[config.mk]
export PLATFORM = sky130hd
export DESIGN_NAME = tweak_sequencer_flat
export DESIGN_NICKNAME = d
export VERILOG_FILES = /design/src/rtl/tweak_pkg.sv /design/src/rtl/tweak_sequencer_if.sv /design/src/rtl/tweak_ir_fields.sv /design/src/rtl/tweak_sequencer.sv /design/src/flat_wrapper.sv
export SDC_FILE = /design/constraint.sdc
export NUM_CORES = 1
export LEC_CHECK = 0
export CAP_MARGIN = 20
export CORE_ASPECT_RATIO = 0.75
export CORE_MARGIN = 3
export CORE_UTILIZATION = 40
export DETAILED_ROUTE_END_ITERATION = 12
export GPL_TIMING_DRIVEN = 1
export PLACE_DENSITY = 0.74
export SYNTH_ARGS = -nofsm -noshare
export SYNTH_HDL_FRONTEND = slang
export SYNTH_SLANG_ARGS = --single-unit
[constraint.sdc]
create_clock -name CLK -period 4.7 [get_ports CLK]
set_clock_uncertainty 0.2 [all_clocks]
set_input_delay 0.705 -clock CLK [delete_from_list [all_inputs] [get_ports CLK]]
set_output_delay 0.705 -clock CLK [all_outputs]
set_load 0.1 [all_outputs]
[src/rtl/tweak_pkg.sv]
// tweak_pkg: shared encodings, state codes and IR field positions for the tweak CPU
package tweak_pkg;
    localparam logic [3:0] FMT_LDI = 4'h0;
    localparam logic [3:0] FMT_ALU = 4'h1;

    localparam logic [3:0] ALU_NOP = 4'h0;
    localparam logic [3:0] ALU_ADD = 4'h1;
    localparam logic [3:0] ALU_SUB = 4'h2;
    localparam logic [3:0] ALU_AND = 4'h3;
    localparam logic [3:0] ALU_OR  = 4'h4;
    localparam logic [3:0] ALU_XOR = 4'h5;
    localparam logic [3:0] ALU_ASL = 4'h6;
    localparam logic [3:0] ALU_ASR = 4'h7;

    typedef logic [2:0] state_t;
    localparam state_t S_IDLE   = 3'd0;
    localparam state_t S_FETCH  = 3'd1;
    localparam state_t S_WAIT   = 3'd2;
    localparam state_t S_DECODE = 3'd3;
    localparam state_t S_LOAD   = 3'd4;
    localparam state_t S_EXEC   = 3'd5;
    localparam state_t S_STORE  = 3'd6;
    localparam state_t S_HALT   = 3'd7;

    localparam int FMT_LSB = 28;
    localparam int OP_LSB  = 24;
    localparam int RA_LSB  = 20;
    localparam int RB_LSB  = 16;
    localparam int RD_LSB  = 12;
    localparam int IMM_W   = 24;
endpackage

[src/rtl/tweak_sequencer_if.sv]
// tweak_sequencer_if: control, ROM and register-file strobes between sequencer and datapath
interface tweak_sequencer_if #(parameter int ADDR_W = 4, parameter int CNT_W = 16);
    logic              start;
    logic              step_mode;
    logic              halt_req;
    logic              pc_load;
    logic [ADDR_W-1:0] pc_load_val;
    logic              rom_rd;
    logic [ADDR_W-1:0] rom_addr;
    logic [31:0]       rom_data;
    logic              rf_ld;
    logic [3:0]        rf_addra;
    logic [3:0]        rf_addrb;
    logic              rf_st;
    logic [3:0]        rf_st_addr;
    logic              wb_sel_imm;
    logic [31:0]       imm32;
    logic [3:0]        alu_op;
    logic              busy;
    logic              halted;
    logic              fault;
    logic [CNT_W-1:0]  retired;

    modport master (
        input  start, step_mode, halt_req, pc_load, pc_load_val, rom_data,
        output rom_rd, rom_addr, rf_ld, rf_addra, rf_addrb, rf_st, rf_st_addr,
               wb_sel_imm, imm32, alu_op, busy, halted, fault, retired
    );
    modport slave (
        output start, step_mode, halt_req, pc_load, pc_load_val, rom_data,
        input  rom_rd, rom_addr, rf_ld, rf_addra, rf_addrb, rf_st, rf_st_addr,
               wb_sel_imm, imm32, alu_op, busy, halted, fault, retired
    );
endinterface

[src/rtl/tweak_ir_fields.sv]
// tweak_ir_fields: combinational split of an instruction word into datapath fields
module tweak_ir_fields import tweak_pkg::*; (
    input  logic [31:0] ir,
    output logic [3:0]  fmt,
    output logic [3:0]  alu_op,
    output logic [3:0]  rf_addra,
    output logic [3:0]  rf_addrb,
    output logic [3:0]  rf_st_addr,
    output logic [31:0] imm32
);
    always_comb begin
        fmt        = ir[FMT_LSB +: 4];
        alu_op     = fmt == FMT_ALU ? ir[OP_LSB +: 4] : ALU_NOP;
        rf_addra   = ir[RA_LSB +: 4];
        rf_addrb   = ir[RB_LSB +: 4];
        rf_st_addr = fmt == FMT_ALU ? ir[RD_LSB +: 4] : ir[OP_LSB +: 4];
        imm32      = {8'h00, ir[IMM_W-1:0]};
    end
endmodule

[src/rtl/tweak_sequencer.sv]
// tweak_sequencer: single-clock fetch/decode/load/exec/store sequencer with one-cycle strobes
module tweak_sequencer import tweak_pkg::*; #(
    parameter int ADDR_W  = 4,
    parameter bit WRAP_EN = 1'b1,
    parameter int CNT_W   = 16
) (
    input logic CLK,
    input logic RESET,
    tweak_sequencer_if.master bus
);
    state_t            state, nxt;
    logic [ADDR_W-1:0] pc;
    logic [31:0]       ir;
    logic [CNT_W-1:0]  retired;
    logic              fault;
    logic [3:0]        fmt, dfmt;
    logic              last, parked;

    tweak_ir_fields f (
        .ir(ir), .fmt(fmt), .alu_op(bus.alu_op), .rf_addra(bus.rf_addra),
        .rf_addrb(bus.rf_addrb), .rf_st_addr(bus.rf_st_addr), .imm32(bus.imm32)
    );

    // IR is not loaded until the end of DECODE, so branch on the ROM word itself
    assign dfmt   = bus.rom_data[FMT_LSB +: 4];
    assign last   = pc == '1 && !WRAP_EN;
    assign parked = state == S_IDLE || state == S_HALT;

    always_comb begin
        nxt = state;
        case (state)
            S_IDLE, S_HALT: nxt = bus.start ? S_FETCH : state;
            S_FETCH:        nxt = S_WAIT;
            S_WAIT:         nxt = S_DECODE;
            S_DECODE:       nxt = dfmt == FMT_ALU ? S_LOAD : dfmt == FMT_LDI ? S_STORE : S_HALT;
            S_LOAD:         nxt = S_EXEC;
            S_EXEC:         nxt = S_STORE;
            S_STORE:        nxt = last || bus.halt_req ? S_HALT : bus.step_mode ? S_IDLE : S_FETCH;
            default:        nxt = S_IDLE;
        endcase
    end

    always_ff @(posedge CLK or posedge RESET) begin
        if (RESET) begin
            state   <= S_IDLE;
            pc      <= '0;
            ir      <= '0;
            retired <= '0;
            fault   <= 1'b0;
        end else begin
            state <= nxt;
            if (parked && bus.pc_load) pc <= bus.pc_load_val;
            if (state == S_DECODE) begin
                ir <= bus.rom_data;
                if (dfmt != FMT_LDI && dfmt != FMT_ALU) fault <= 1'b1;
            end
            if (state == S_STORE) begin
                if (!last) pc <= pc + 1'b1;
                if (~&retired) retired <= retired + 1'b1;
            end
        end
    end

    assign bus.rom_rd     = state == S_FETCH;
    assign bus.rom_addr   = pc;
    assign bus.rf_ld      = state == S_LOAD;
    assign bus.rf_st      = state == S_STORE;
    assign bus.wb_sel_imm = fmt == FMT_LDI;
    assign bus.busy       = !parked;
    assign bus.halted     = state == S_HALT;
    assign bus.fault      = fault;
    assign bus.retired    = retired;
endmodule

[src/flat_wrapper.sv]
// flat-port wrapper written by rule: the top's interface ports become plain ports
module tweak_sequencer_flat import tweak_pkg::*;
#(
    parameter int ADDR_W  = 4,
    parameter bit WRAP_EN = 1'b1,
    parameter int CNT_W   = 16
)
  (CLK, RESET, bus_start, bus_step_mode, bus_halt_req, bus_pc_load, bus_pc_load_val, bus_rom_data, bus_rom_rd, bus_rom_addr, bus_rf_ld, bus_rf_addra, bus_rf_addrb, bus_rf_st, bus_rf_st_addr, bus_wb_sel_imm, bus_imm32, bus_alu_op, bus_busy, bus_halted, bus_fault, bus_retired);
  tweak_sequencer_if #(.ADDR_W(ADDR_W), .CNT_W(CNT_W)) bus_i ();
  input logic CLK;
  input logic RESET;
  input wire logic [$bits(bus_i.start)-1:0] bus_start;
  input wire logic [$bits(bus_i.step_mode)-1:0] bus_step_mode;
  input wire logic [$bits(bus_i.halt_req)-1:0] bus_halt_req;
  input wire logic [$bits(bus_i.pc_load)-1:0] bus_pc_load;
  input wire logic [$bits(bus_i.pc_load_val)-1:0] bus_pc_load_val;
  input wire logic [$bits(bus_i.rom_data)-1:0] bus_rom_data;
  output wire logic [$bits(bus_i.rom_rd)-1:0] bus_rom_rd;
  output wire logic [$bits(bus_i.rom_addr)-1:0] bus_rom_addr;
  output wire logic [$bits(bus_i.rf_ld)-1:0] bus_rf_ld;
  output wire logic [$bits(bus_i.rf_addra)-1:0] bus_rf_addra;
  output wire logic [$bits(bus_i.rf_addrb)-1:0] bus_rf_addrb;
  output wire logic [$bits(bus_i.rf_st)-1:0] bus_rf_st;
  output wire logic [$bits(bus_i.rf_st_addr)-1:0] bus_rf_st_addr;
  output wire logic [$bits(bus_i.wb_sel_imm)-1:0] bus_wb_sel_imm;
  output wire logic [$bits(bus_i.imm32)-1:0] bus_imm32;
  output wire logic [$bits(bus_i.alu_op)-1:0] bus_alu_op;
  output wire logic [$bits(bus_i.busy)-1:0] bus_busy;
  output wire logic [$bits(bus_i.halted)-1:0] bus_halted;
  output wire logic [$bits(bus_i.fault)-1:0] bus_fault;
  output wire logic [$bits(bus_i.retired)-1:0] bus_retired;
  assign bus_i.start = bus_start;
  assign bus_i.step_mode = bus_step_mode;
  assign bus_i.halt_req = bus_halt_req;
  assign bus_i.pc_load = bus_pc_load;
  assign bus_i.pc_load_val = bus_pc_load_val;
  assign bus_i.rom_data = bus_rom_data;
  assign bus_rom_rd = bus_i.rom_rd;
  assign bus_rom_addr = bus_i.rom_addr;
  assign bus_rf_ld = bus_i.rf_ld;
  assign bus_rf_addra = bus_i.rf_addra;
  assign bus_rf_addrb = bus_i.rf_addrb;
  assign bus_rf_st = bus_i.rf_st;
  assign bus_rf_st_addr = bus_i.rf_st_addr;
  assign bus_wb_sel_imm = bus_i.wb_sel_imm;
  assign bus_imm32 = bus_i.imm32;
  assign bus_alu_op = bus_i.alu_op;
  assign bus_busy = bus_i.busy;
  assign bus_halted = bus_i.halted;
  assign bus_fault = bus_i.fault;
  assign bus_retired = bus_i.retired;
  tweak_sequencer #(.ADDR_W(ADDR_W), .WRAP_EN(WRAP_EN), .CNT_W(CNT_W)) u_core (.CLK(CLK), .RESET(RESET), .bus(bus_i));
endmodule
# After elaboration in Yosys (flattened, before gate mapping)

Index checks and enable logic that the tools add are counted.
W data, S select, Z words.

$add $sub $neg: 2
$mul: 0
Divide/modulo/power cells: 0
Magnitude comparators: 0
Eq/ne operators: 11
Shift operators: 0
Muxes and demuxes: 10
Bitwise logic cells: 1
Reduce and logical (&&, ||, !) cells: 13

Operators by type and width:

| operator                | number |
|---|---|
| $pmux W3 S7             | 1 |
| $add A16 B1 Y16 const B | 1 |
| $mux W4                 | 4 |
| $reduce_and A16 Y1      | 1 |
| $eq A3 B3 Y1 const B    | 4 |
| $mux W3                 | 3 |
| $eq A4 B1 Y1 const B    | 2 |
| $logic_not A4 Y1        | 2 |
| $eq A3 B2 Y1 const B    | 2 |
| $add A4 B1 Y4 const B   | 1 |
| $ne A4 B1 Y1 const B    | 1 |
| $reduce_and A2 Y1       | 2 |
| $reduce_bool A4 Y1      | 1 |
| $eq A3 B1 Y1 const B    | 1 |
| $logic_not A3 Y1        | 1 |
| $logic_and A1 B1 Y1     | 2 |
| $mux W1                 | 2 |
| $ne A2 B2 Y1 const B    | 1 |
| $reduce_bool A2 Y1      | 1 |
| $reduce_or A2 Y1        | 1 |
| $logic_not A1 Y1        | 1 |
| $logic_or A1 B1 Y1      | 1 |
| $not A1 Y1              | 1 |

Register bits after elaboration: 56
Latch bits: 0
RAM bits: 0
Bits in read-only memories: 0
Bits of input ports: 42
Output and inout bits: 75
Memories: 0

# Logic depth before layout (Yosys ltp)

Depth in word-level cells: 5
Gate-level depth with buffers: 5
Depth with buffers taken out: 5

# Modules after synthesis

A second synthesis with hierarchy kept.

Cells, all modules: 313
Area total of the unflattened synthesis: 2919.0 µm²

By module, submodules not included:

| module          | times used | cells an instance | area an instance (µm²) | sequential area each (µm²) |
|---|---|---|---|---|
| tweak_sequencer | 1          | 259               | 2486.1                 | 1401.3 |
| tweak_ir_fields | 1          | 54                | 432.9                  | 0.0 |

# Least setup slack after synthesis

OpenSTA, ideal clock, no wires.

Path type: register to output
Start: reg u_core.ir[28]
End: out bus_wb_sel_imm
Arrival: 3318 ps
Required time: 3795 ps
Slack: 477 ps
Cell stages (with the launch flop): 2
Buffers on the path: 0
Path through: dfrtp_1 > nor4_1

Word-level cells in the longest chain between the ends: 1

RTL lines:

| item                   | line                  | source |
|---|---|---|
| from (decl)            | tweak_sequencer.sv:13 | `logic [31:0] ir;` |
| from (signal assigned) | tweak_sequencer.sv:54 | `ir <= bus.rom_data;` |
| $logic_not A4 Y1       | tweak_sequencer.sv:68 | `assign bus.wb_sel_imm = fmt == FMT_LDI;` |
| to (decl)              | flat_wrapper.sv:25    | `output wire logic [$bits(bus_i.wb_sel_imm)-1:0] bus_wb_sel_imm;` |

Every way passes these cells.

# Worst setup path after layout

Start: reg u_core.ir[29]
End: out bus_rf_st_addr[3]

Word-level cells in the longest chain between the ends: 2

RTL lines:

| item         | line                  | source |
|---|---|---|
| $eq A4 B1 Y1 | tweak_ir_fields.sv:16 | `rf_st_addr = fmt == FMT_ALU ? ir[RD_LSB +: 4] : ir[OP_LSB +: 4];` |
| $mux W4      | tweak_ir_fields.sv:16 |  |
| to (decl)    | flat_wrapper.sv:24    | `output wire logic [$bits(bus_i.rf_st_addr)-1:0] bus_rf_st_addr;` |

Every way passes these cells.

==> impl_metrics.csv <==
group,metric,value,unit
status,status,"finished, final reports clean",
worst_setup_path,critPathArrivalTime,2770,ps
clock_tree,cts_buffers,5,
yosys,syn-mean-instance-area,11.6,um2
placement,dp_slack,1350,ps
yosys,synth_flop_cell,"dfrtp_1",
clock_tree,post_cts_buffers,0,
yosys,yosys.cell_count.top_type,"dfrtp_1",
yosys,syn_inst,251,
floorplanning,core,6930,um2
hold_path,holdCritPathClass,"flip-flop to flip-flop",
global_routing,grt_pass1_wl,10.4,mm
clock_tree,post_cts_resized,0,
global_routing,antenna_found_initial,0,
route,top_layer,"met4",
sta,fin_crit,3670,ps
route,routed_wl,6.22,mm
sta,setup_viol,0,
yosys,yosysTopAreaCellShare,48.3,%
placement,dpl.hpwl,4.73,mm
floorplanning,num_rows,26,
sta,holdWs,293,ps
clock_tree,clockBufferDepth,2,
route,wl_met1,2.99,mm
placement,place.gp.congestion,0.796,
yosys,synth_edf_count,0,
sta,tns,0,ps
sta,worst_slack,1030,ps
sta,rsz0062_at_grt,"no",
clock_tree,cts.hold.buffers_added,0,
clock_tree,htreeDepth,2,
final_layout,final_nets,373,
sta,slew_viol_final,0,
sta,relSlewSlack,33.8,%
clock_tree,cts_root_buf,"clkbuf_8",
final_layout,diodes,0,
yosys,synth-async-reset-ratio,100,%
worst_setup_path,worstSetupEndpointType,"output port",
yosys,synth_top_cell_by_area,"dfrtp_1",
yosys,synthesis.area,2900,um2
worst_setup_path,crit_type,"flip-flop to output port",
sta,hold_viol_final,0,
worst_setup_path,worstPathRequired,3800,ps
yosys,ys_types,47,
final_layout,area_delta_synth_final,34.2,%
global_routing,grt_pass1_vias,2075,
sta,period_share,78.2,%
placement,portBuffers,108,
route,drt-wirelength-per-cell,14.6,um
route,drt_iter0_drc,50,
final_layout,final_layout_size_suffix_gt1_share,18.2,%
clock_tree,path_clk_slew,90,ps
placement,dp.cells,420,
clock_tree,clk_latency,300,ps
clock_tree,cts_tree,"yes",
yosys,yosys_warnings,0,
sta,tightest_slew,990,ps
clock_tree,clock_sinks,56,
yosys,yosysSeqAreaShare,48.3,%
floorplanning,die_y,79.8,um
yosys,ys_top_cells_by_area,"dfrtp_1 (48%), mux2_2 (14%), buf_4 (10%), a21oi_1 (1.9%), xor2_1 (1.8%)",
route,drc,0,
worst_setup_path,critPathMaxFanout,8,
global_routing,grt_overflow,0,
yosys,synthTopCellsByCount,"dfrtp_1 (56), buf_4 (40), mux2_2 (36), a21oi_1 (11), nor2_1 (11)",
route,wl_met3,385,um
route,antenna_left,0,
global_routing,grt_util_all_layers,15.4,%
worst_setup_path,cp-start-kind,"flip-flop",
route,first_pass_iters,4,
route,wl_met2,2.81,mm
yosys,ys_ff_latch,56,
global_routing,grt_max_degree,35,
floorplanning,num_io_pins,117,
floorplanning,start_util,41.9,%
flow_run,cap_violations,0,
floorplanning,die_w,104,um
final_layout,final_cells,427,
route,vias,2046,
sta,fmax,272,MHz
route,vias_per_cell,4.79,
floorplanning,dieArea,8320,um2
-- critical path: stages, from the launching register on --
cell             delay (ps)
dfrtp_1                 410
nor4b_2                 650
mux2_2                  280
clkdlybuf4s50_1        1130
-- cells by family (layout without fill, tap and decap cells) --
family	Yosys count	in the layout	synth area share (%)
AO/OA/AOI/OAI	27	27	5.48
XOR/XNOR	10	10	3.02
adder cells (fa/ha/maj)	2	2	0.862
buffers and inverters	51	122	12.0
flip-flops	56	56	48.3
multiplexers	39	39	15.3
other	1	8	0.129
AND/OR/NAND/NOR	65	65	15.0
-- sequential cells by signal, indices dropped and copies added, names as in the netlist --
signal,count
u_core.bus.fault,1
u_core.ir,32
u_core.bus.rom_addr,4
u_core.bus.retired,16
u_core.state,3
-- layer usage --
| metal | vias up | track usage (%) |
|---|---|---|
| met2 | 72 | 25.0 |
| met5 | - | 0 |
| li1 | 993 | - |
| met4 | 0 | 3.19 |
| met1 | 977 | 20.9 |
| met3 | 4 | 3.88 |
-- placed cells by master (no fill, tap or decap), types with 2 or more instances in the layout --
master           count
and3_1               2
nor3b_1              3
nand3_1              8
nand2_1              5
nor4_1               2
buf_4                2
mux2_2              36
a21oi_1             11
nor2b_1              2
and2_1               4
inv_1                3
nor2_2               3
conb_1               8
o21ai_1              3
ha_1                 2
dfrtp_1             56
nand4_2              3
nor2_1              11
clkdlybuf4s50_1    108
o21ai_0              3
xnor2_1              4
inv_2                2
clkbuf_8             5
mux2_1               2
a31oi_1              2
nor3_1               9
nand4_1              3
xor2_1               6
-- final timing paths --
path | from | end | slack (ps) | cells past startpoint
max in group asynchronous | RESET | u_core.ir[22] | 2870 | 3
worst max register to register | u_core.state[1] | u_core.bus.retired[15] | 2500 | 4
worst min-delay path | u_core.bus.rom_addr[3] | u_core.bus.rom_addr[3] | 290 | 1
worst max-delay path | u_core.ir[29] | bus_rf_st_addr[3] | 1030 | 3
min in group asynchronous | RESET | u_core.bus.retired[14] | 650 | 2
worst min register to register | u_core.bus.rom_addr[3] | u_core.bus.rom_addr[3] | 290 | 1
-- per-stage QoR --
stage,util (%),area [um2]
after floorplan,-,2930
after global placement,55.1,3820
after detailed placement,55.1,3820
after CTS,56.2,3890
after global routing,56.2,3890
final,56.2,3890
-- cell type report --
class | instances | area [um2]
Tap cell | 98 | 123
Clock inverter | 1 | 5.00
Inverter | 5 | 18.8
Timing Repair Buffer | 110 | 1100
Sequential cell | 56 | 1400
Fill cell | 597 | 3030
Clock buffer | 6 | 72.6
Multi-Input combinational cell | 151 | 1180
Power is not shown: default switching activity piles up to over one toggle a cycle in this logic, so the estimate is an artifact.
==> patch, RTL diff (same settings) <==
`WRAP_EN` is set to 1'b1 in 2 places; all go to 1'b0.
--- a/src/rtl/tweak_sequencer.sv
+++ b/src/rtl/tweak_sequencer.sv
@@ -3,3 +3,3 @@
     parameter int ADDR_W  = 4,
-    parameter bit WRAP_EN = 1'b1,
+    parameter bit WRAP_EN = 1'b0,
     parameter int CNT_W   = 16
--- a/src/flat_wrapper.sv
+++ b/src/flat_wrapper.sv
@@ -4,3 +4,3 @@
     parameter int ADDR_W  = 4,
-    parameter bit WRAP_EN = 1'b1,
+    parameter bit WRAP_EN = 1'b0,
     parameter int CNT_W   = 16
Behaviour: not the same (Yosys sat finds a counterexample within 10 cycles, from zero or initial values and one cycle with RESET high).
==> patch against the original RTL <==
Synthesized area grew 1.4%; worst hold slack is essentially flat; setup slack lost 0.059 ns; final area grew 1.8%; routed wire length shrank 0.77%; fmax shrank 1.6%; count of clock-buffer cells in the layout is the same; sequential cell count is the same; critical endpoint is now bus_rf_st_addr[0]; highest routed layer unchanged.
Power is not shown: default switching activity piles up to over one toggle a cycle in this logic, so the estimate is an artifact.
==> patch: results (changes against the original RTL) <==
commonest cells in the netlist=dfrtp_1, buf_4, mux2_2, xor2_1; sequential element share of the synthesized area=47.6% (-0.66 points); hold_sp=u_core.bus.fault; R2R Path End=u_core.ir[19]; Clk pin slew, worst setup/hold paths=0.09 ns (about the same); CTS root buf=clkbuf_8; max reg flops=32 (unchanged); synth unique cells=44 (-6.4%); Total Routing Usage GR=15.0% (-0.34 points); Hold EP=u_core.bus.fault; Post-layout nets=366 (-1.9%); HP Class=register to register; initial antenna violation count=0 (unchanged); Worst-Skew Late Latency=0.30 ns (about the same); R2R cell count=2 (-2); Post-Route WL=6170 µm (-0.77%); status=completed; dominant cells by area after synthesis=dfrtp_1, mux2_2, buf_4; CTS Buf Count=5 (unchanged); Post-CTS Setup Inserts=0 (unchanged); GP Congestion=0.755 (-5.2%); post-synthesis async set-or-reset flop share=100% (unchanged); Slew headroom=33.1% (-0.68 points); Synth Warn #=0 (unchanged); CP Max Fanout=8 (unchanged); largest reg by FF count=u_core.ir; first-pass GRT wire length=10400 µm (-0.27%); H-Tree Level Count=2 (unchanged); Initial DRC Count=66 (+32%); largest net degree at the start of global routing=57 (+63%); number of global-route vias before repair=2044 (-1.5%); post-DP HPWL=4660 µm (-1.5%); IO buf count=108 (unchanged); hold path depth=1 (unchanged); Via density=4.89 (+2.0%); Critical Path AT=2.83 ns (+0.06 ns); buffer levels on the longest clock path=2 (unchanged); R2R Setup Slk=2.40 ns (-0.10 ns); PostCTS Resize Cnt=0 (unchanged); RR Startpoint=u_core.state[1]; antenna cells=0 (unchanged); max_cap viols=0 (unchanged); Detailed Routing Iterations Pass 1=4 (unchanged); share of layout cells above drive strength 1=18.0% (-0.28 points)
==> patch: cell count changes after synthesis, sizes merged, moves of 3 or more <==
cell,unedited run,this run
xnor2,4,0
a211oi,1,5
nand4,7,4
and3,2,5
nor2,14,9
xor2,6,11
nand2,5,8
o21ai,6,2
==> patch: worst max-delay path by stage <==
stage	start	endpoint	slack [ns]	depth (start not counted)
after CTS	u_core.ir[29]	bus_rf_st_addr[0]	0.95	3
after detailed placement	u_core.ir[29]	bus_rf_st_addr[0]	1.30	3
final	u_core.ir[29]	bus_rf_st_addr[0]	0.97	3
after global routing	u_core.ir[29]	bus_rf_st_addr[0]	0.84	3
after floorplan	u_core.ir[28]	bus_wb_sel_imm	0.48	1
after global placement	u_core.ir[29]	bus_rf_st_addr[1]	1.40	3
==> patch: cell type report <==
class / instances / area [µm²]
inverters: 3 / 13.8
well taps: 98 / 123
multi-input cells: 147 / 1220
fillers: 621 / 3000
clock buffers: 6 / 82.6
clock inverters: 2 / 38.8
flip-flops and latches: 56 / 1400
repair buffers: 109 / 1090
==> patch: per-layer routing <==
| layer | GRT usage, % | up-vias | wire [µm] |
|---|---|---|---|
| met2 | 23.4 | 80 | 2780 |
| met5 | 0 | - | 0 |
| met3 | 3.69 | 4 | 390 |
| met1 | 21.2 | 989 | 2960 |
| met4 | 3.28 | 0 | 42 |
| li1 | - | 985 | - |
==> patch: worst max-delay path: stages, from the launching register on <==
cell and delay (ns):
dfrtp_1 0.41, nor4b_2 0.66, mux2_2 0.30, clkdlybuf4s50_1 1.16
==> patch: cells by family (layout without fill, tap and decap cells) <==
group           Yosys count  after routing  share of synthesized area [%]
simple gates             57             57                           13.4
xor+xnor                 11             11                           3.28
fa+ha+maj                 2              2                          0.851
compound gates           28             28                           7.10
mux                      41             41                           15.7
other cells               1              8                          0.127
flops                    56             56                           47.6
buf+inv                  49            120                           11.9
==> patch: metrics by stage <==
| step | cells | utilization, % | hold WS (ns) | area [µm²] | setup slack (ns) |
|---|---|---|---|---|---|
| 6_report | 421 | 56.9 | 0.293 | 3960 | 0.967 |
| 3_3_place_gp | 413 | 55.2 | 0.266 | 3840 | 1.40 |
| 5_1_grt | 421 | 56.9 | 0.330 | 3960 | 0.842 |
| 3_5_place_dp | 413 | 55.2 | 0.262 | 3840 | 1.30 |
| 4_1_cts | 421 | 56.9 | 0.296 | 3960 | 0.948 |
| 2_1_floorplan | 252 | - | 0.265 | 2970 | 0.477 |
